==> src/rtl/pipe_ctrl_unit.sv <==
// RV32I control decoder plus ID/EX, EX/MEM and MEM/WB control registers with
// global stall, branch flush and load-use bubble insertion.
module pipe_ctrl_unit #(
    parameter int ALU_OP_W  = 4,
    parameter int REG_W     = 5,
    parameter int LU_DETECT = 1,
    parameter int CNT_W     = 16
) (
    input  logic                clk,
    input  logic                rst,
    input  logic                id_valid,
    input  logic [6:0]          op_code,
    input  logic [2:0]          funct3,
    input  logic                funct7_5,
    input  logic [REG_W-1:0]    rs1,
    input  logic [REG_W-1:0]    rs2,
    input  logic [REG_W-1:0]    rd,
    input  logic                stall_in,
    input  logic                flush,
    output logic                hazard_stall,
    output logic [ALU_OP_W:0]   ex_ctrl,
    output logic [3:0]          ex_m,
    output logic [3:0]          mem_m,
    output logic [2:0]          wb_ctrl,
    output logic [REG_W-1:0]    wb_rd,
    output logic                illegal_ex,
    output logic [CNT_W-1:0]    bubble_cnt
);

    localparam logic [6:0] OPC_OP_IMM = 7'b0010011;
    localparam logic [6:0] OPC_OP     = 7'b0110011;
    localparam logic [6:0] OPC_LOAD   = 7'b0000011;
    localparam logic [6:0] OPC_STORE  = 7'b0100011;
    localparam logic [6:0] OPC_BRANCH = 7'b1100011;
    localparam logic [6:0] OPC_LUI    = 7'b0110111;
    localparam logic [6:0] OPC_JAL    = 7'b1101111;
    localparam logic [6:0] OPC_JALR   = 7'b1100111;

    localparam logic LU_EN = (LU_DETECT != 0);

    // Decoded bundle for the instruction currently in ID
    logic [ALU_OP_W-1:0] dec_alu_op_s;
    logic                dec_src_b_s;
    logic [3:0]          dec_m_s;      // {branch, b_type, mem_write, mem_read}
    logic [2:0]          dec_wb_s;     // {reg_write, mem_to_reg[1:0]}
    logic                dec_illegal_s;

    // Pipeline registers
    logic [ALU_OP_W-1:0] idex_alu_op_r;
    logic                idex_src_b_r;
    logic [3:0]          idex_m_r;
    logic [2:0]          idex_wb_r;
    logic [REG_W-1:0]    idex_rd_r;
    logic                idex_illegal_r;
    logic [3:0]          exmem_m_r;
    logic [2:0]          exmem_wb_r;
    logic [REG_W-1:0]    exmem_rd_r;
    logic [2:0]          memwb_wb_r;
    logic [REG_W-1:0]    memwb_rd_r;
    logic [CNT_W-1:0]    bubble_cnt_r;

    logic                uses_rs2_s;
    logic                load_use_s;

    // Main decoder: a zero bundle doubles as a pipeline bubble
    always_comb begin
        dec_alu_op_s  = '0;
        dec_src_b_s   = 1'b0;
        dec_m_s       = 4'b0000;
        dec_wb_s      = 3'b000;
        dec_illegal_s = 1'b0;
        if (id_valid) begin
            case (op_code)
                OPC_OP_IMM: begin
                    dec_wb_s     = 3'b100;
                    dec_src_b_s  = 1'b1;
                    // only shift-right immediates carry an alternate-op bit
                    dec_alu_op_s = ALU_OP_W'({(funct3 == 3'b101) ? funct7_5 : 1'b0, funct3});
                end
                OPC_OP: begin
                    dec_wb_s     = 3'b100;
                    dec_alu_op_s = ALU_OP_W'({funct7_5, funct3});
                end
                OPC_LOAD: begin
                    dec_wb_s    = 3'b111;
                    dec_src_b_s = 1'b1;
                    dec_m_s     = 4'b0001;
                end
                OPC_STORE: begin
                    dec_src_b_s = 1'b1;
                    dec_m_s     = 4'b0010;
                end
                OPC_BRANCH: begin
                    dec_alu_op_s = ALU_OP_W'(4'b1000);
                    dec_m_s      = {1'b1, (funct3 == 3'b000), 2'b00};
                end
                OPC_LUI: begin
                    dec_wb_s = 3'b101;
                end
                OPC_JAL: begin
                    dec_wb_s = 3'b110;
                end
                OPC_JALR: begin
                    dec_wb_s    = 3'b110;
                    dec_src_b_s = 1'b1;
                end
                default: begin
                    dec_illegal_s = 1'b1;
                end
            endcase
        end else begin
            dec_illegal_s = 1'b0;
        end
    end

    // Load-use detection against the load sitting in ID/EX
    always_comb begin
        uses_rs2_s = 1'b0;
        load_use_s = 1'b0;
        case (op_code)
            OPC_OP, OPC_STORE, OPC_BRANCH: uses_rs2_s = 1'b1;
            default:                       uses_rs2_s = 1'b0;
        endcase
        if (LU_EN && idex_m_r[0] && (idex_rd_r != '0) && id_valid) begin
            load_use_s = (idex_rd_r == rs1) || ((idex_rd_r == rs2) && uses_rs2_s);
        end else begin
            load_use_s = 1'b0;
        end
    end

    assign hazard_stall = load_use_s & ~flush;

    // Control pipeline: stall holds everything, flush/load-use inject a bubble into ID/EX
    always_ff @(posedge clk) begin
        if (rst) begin
            idex_alu_op_r  <= '0;
            idex_src_b_r   <= 1'b0;
            idex_m_r       <= 4'b0000;
            idex_wb_r      <= 3'b000;
            idex_rd_r      <= '0;
            idex_illegal_r <= 1'b0;
            exmem_m_r      <= 4'b0000;
            exmem_wb_r     <= 3'b000;
            exmem_rd_r     <= '0;
            memwb_wb_r     <= 3'b000;
            memwb_rd_r     <= '0;
        end else if (stall_in) begin
            idex_alu_op_r  <= idex_alu_op_r;
            idex_src_b_r   <= idex_src_b_r;
            idex_m_r       <= idex_m_r;
            idex_wb_r      <= idex_wb_r;
            idex_rd_r      <= idex_rd_r;
            idex_illegal_r <= idex_illegal_r;
            exmem_m_r      <= exmem_m_r;
            exmem_wb_r     <= exmem_wb_r;
            exmem_rd_r     <= exmem_rd_r;
            memwb_wb_r     <= memwb_wb_r;
            memwb_rd_r     <= memwb_rd_r;
        end else begin
            exmem_m_r  <= idex_m_r;
            exmem_wb_r <= idex_wb_r;
            exmem_rd_r <= idex_rd_r;
            memwb_wb_r <= exmem_wb_r;
            memwb_rd_r <= exmem_rd_r;
            if (flush || load_use_s) begin
                idex_alu_op_r  <= '0;
                idex_src_b_r   <= 1'b0;
                idex_m_r       <= 4'b0000;
                idex_wb_r      <= 3'b000;
                idex_rd_r      <= '0;
                idex_illegal_r <= 1'b0;
            end else begin
                idex_alu_op_r  <= dec_alu_op_s;
                idex_src_b_r   <= dec_src_b_s;
                idex_m_r       <= dec_m_s;
                idex_wb_r      <= dec_wb_s;
                idex_rd_r      <= rd;
                idex_illegal_r <= dec_illegal_s;
            end
        end
    end

    // Saturating count of load-use bubbles actually inserted
    always_ff @(posedge clk) begin
        if (rst) begin
            bubble_cnt_r <= '0;
        end else if (!stall_in && !flush && load_use_s && (bubble_cnt_r != {CNT_W{1'b1}})) begin
            bubble_cnt_r <= bubble_cnt_r + CNT_W'(1'b1);
        end else begin
            bubble_cnt_r <= bubble_cnt_r;
        end
    end

    assign ex_ctrl    = {idex_src_b_r, idex_alu_op_r};
    assign ex_m       = idex_m_r;
    assign illegal_ex = idex_illegal_r;
    assign mem_m      = exmem_m_r;
    assign wb_ctrl    = memwb_wb_r;
    assign wb_rd      = memwb_rd_r;
    assign bubble_cnt = bubble_cnt_r;

endmodule

==> config.mk <==
export PLATFORM = sky130hd
export DESIGN_NAME = pipe_ctrl_unit
export DESIGN_NICKNAME = d
export VERILOG_FILES = /design/src/rtl/pipe_ctrl_unit.sv
export SDC_FILE = /design/constraint.sdc
export NUM_CORES = 1
export LEC_CHECK = 0
export CELL_PAD_IN_SITES_DETAIL_PLACEMENT = 0
export CELL_PAD_IN_SITES_GLOBAL_PLACEMENT = 1
export CORE_MARGIN = 10
export CORE_UTILIZATION = 38
export CTS_CLUSTER_SIZE = 10
export DETAILED_ROUTE_END_ITERATION = 10
export GPL_TIMING_DRIVEN = 0
export PLACE_DENSITY = 0.83
export REMOVE_ABC_BUFFERS = 1
export SLEW_MARGIN = 20
export SYNTH_ARGS = -nofsm -noshare
export SYNTH_HDL_FRONTEND = slang
export SYNTH_SLANG_ARGS = --single-unit
==> constraint.sdc <==
create_clock -name clk -period 4.2 [get_ports clk]
set_input_delay 0.84 -clock clk [delete_from_list [all_inputs] [get_ports clk]]
set_output_delay 0.84 -clock clk [all_outputs]
set_load 0.02 [all_outputs]
==> run summary <==
Number of synthesized flops with an enable pin -> 0
Setup TNS -> 0 ns
Post-Layout Cell Count -> 429
Fillcell total -> 609
Slew margin rel. -> 52.52%
Crit-path max FO -> 10
Seq. cell area -> 1081 µm²
Clk sink count -> 54
DRT iter0 DRCs -> 46
Die Span X -> 101.3 µm
Starting density of the core -> 39.28%
Average size of a mapped cell -> 8.741 µm²
Mapped Cells -> 287
First-pass DRT Iterations -> 4
Worst R2R Path Depth -> 5
I/O pins -> 70
Final antenna-violating net count -> 0
Total grt overflow -> 0
Vias per cell -> 5.361
Ys flop type -> dfxtp_1
FP Rows -> 29
Post-synth ARST share -> 0%
Fin. Hold Viols -> 0
Max-slew violation count -> 0
CTS tree -> built
CP Capture Type -> output pin
Crit share post-route -> 95.18%
Synth-to-Final Area Change -> 35.96%
Sequential share of the synthesized area -> 43.09%
Largest net degree at the start of global routing -> 42
CP Launch Type -> input pin
# setup viols final -> 0
CP required -> 3.36 ns
RSZ-0062 raised after global routing -> false
DR WL/cell -> 14.73 µm
Class of the worst hold path -> flop to flop
DRT Wirelength -> 6318 µm
Inst Count DP -> 416
Synth Cell Area -> 2509 µm²
Maximum vdd drop -> 0.1583 mV
Die height -> 101.3 µm
Power per Cell Area -> 302.6 nW/µm²
Placed cell area -> 3231 µm²
Multi-input logic area -> 1330 µm²
DRC viols -> 0
Worst-Skew Late Latency -> 0.31 ns
#FFs+latches synth -> 54
Synth cell types -> 41
Slew at the pin with the worst max-slew slack -> 0.7090 ns
Global-route wire length before repair -> 10210 µm
Total power -> 1032 µW
Clk slew on worst S/H paths -> 0.09 ns
Leak pwr -> 0.001241 µW
Root Driver -> clkbuf_8
Arrival time worst endpoint -> 3.16 ns
# resized after CTS -> 0
# diodes -> 0
Hpwl dp -> 4705 µm
Outcome -> complete, no violations
Max_cap viols -> 0
Core area -> 6386 µm²
Initial antenna violation count -> 0
Total number of vias -> 2300
Vias in the first global route -> 2144
Worst setup path category -> input pin to output pin
Syn. warnings -> 0
Min Tclk post-route -> 3.998 ns
Most common cell after layout, fill and taps aside -> clkdlybuf4s50_1
Finished Cell Area -> 3411 µm²
Clock tree buffer depth -> 2
Die ar. -> 10250 µm²
Placer Congestion -> 0.8460
Final Util -> 53.41%
CTS Buf Count -> 5
Layout Nets -> 383
Htree depth -> 2
Max Freq -> 0.2501 GHz
Layout cells sized above 1 -> 5.966%
Hold Path Stages -> 2
Clock Skew -> 0.003576 ns
Tot GR Track Use -> 11.99%
Most frequent cells in the layout -> clkdlybuf4s50_1, dfxtp_1, nor2_1
Port-buffer cells -> 69
-- repair_timing --
| item | in CTS | in global routing |
|---|---|---|
| setup endpoints to repair | 0 | 1 |
| hold buffers | 0 | 0 |
| setup buffers | 0 | 5 |
-- cell usage after synthesis, types with 2 or more instances --
cell type,count,area [µm²]
buf_2,3,15.01
a22o_1,7,61.31
a21oi_1,15,75.07
mux2_1,3,33.78
o31ai_1,11,82.58
buf_4,3,22.52
inv_1,3,11.26
nor2_1,35,131.4
and3_1,4,25.02
o21ai_0,5,25.02
nand2_1,19,71.32
nor3_1,10,50.05
xor2_1,10,87.58
dfxtp_1,54,1081
or3_1,2,12.51
nand4_1,8,50.05
o21ai_1,11,55.05
buf_1,2,7.510
nor2b_1,7,43.79
clkbuf_1,10,37.54
nand3_1,14,70.07
or4_1,13,97.59
mux2i_1,20,200.2
-- power by group --
group          internal, µW  switching (µW)
Combinational          46.7            44.3
Clock                   254             168
Sequential              515            3.98
Total                   816             216
-- critical path, stage by stage --
cell,delay [ns]
clkdlybuf4s50_1,0.64
a21bo_1,0.26
nor4_2,0.30
a22oi_2,0.21
nor3_1,0.25
clkdlybuf4s50_1,0.66
-- layout make-up --
class                      instances  area share (%)
multi-input combinational        211           39.00
sequential                        54           31.69
timing repair buffer              76           21.97
tap                               77           2.825
clock buffer                       6           2.421
clock inverter                     2           1.761
inverter                           3          0.3302
-- metal layers --
layer	global-route usage [%]	vias up	wire (µm)
met1	14.17	1068	2747
met3	5.718	7	615
met4	4.609	0	83
met2	18.41	56	2871
met5	0	-	0
li1	-	1169	-
-- final timing paths --
check / startpoint / to / slack, ns
worst max-delay path: op_code[5] / hazard_stall / 0.20
worst min-delay path: idex_alu_op_r[2]$_SDFFE_PP0N_ / idex_alu_op_r[2]$_SDFFE_PP0N_ / 0.45
worst max register to register: idex_rd_r[3]$_SDFFE_PP0N_ / bubble_cnt[8]$_SDFFE_PP0P_ / 1.93
worst min register to register: idex_alu_op_r[2]$_SDFFE_PP0N_ / idex_alu_op_r[2]$_SDFFE_PP0N_ / 0.45
-- cells by family (layout without fill, tap and decap cells) --
kind of cell / count (synthesis) / count (layout) / synth area share, %
and+or+nand+nor: 119 / 119 / 24.44
AOI/OAI and AO/OA: 58 / 58 / 14.96
DFF: 54 / 54 / 43.09
muxes: 23 / 23 / 9.327
buffers and inverters: 22 / 87 / 4.189
xor gates and xnor gates: 10 / 10 / 3.491
adders and majority gates: 1 / 1 / 0.4987
-- through the flow --
step / setup slack (ns) / hold slack (ns)
after floorplan: 0.7945 / 0.4244
after global placement: -0.9478 / 0.4343
after detailed placement: 0.06804 / 0.4410
after CTS: 0.04380 / 0.4552
after global routing: 0.05450 / 0.4818
final: 0.2023 / 0.4506
-- sequential cells by signal, indices dropped and copies added (netlist names) --
register / flops
idex_alu_op_r: 4
exmem_rd_r: 5
mem_m: 4
illegal_ex: 1
ex_m: 4
wb_ctrl: 3
wb_rd: 5
idex_src_b_r: 1
bubble_cnt: 16
idex_wb_r: 3
idex_rd_r: 5
exmem_wb_r: 3
(Power assumes the default switching activity.)
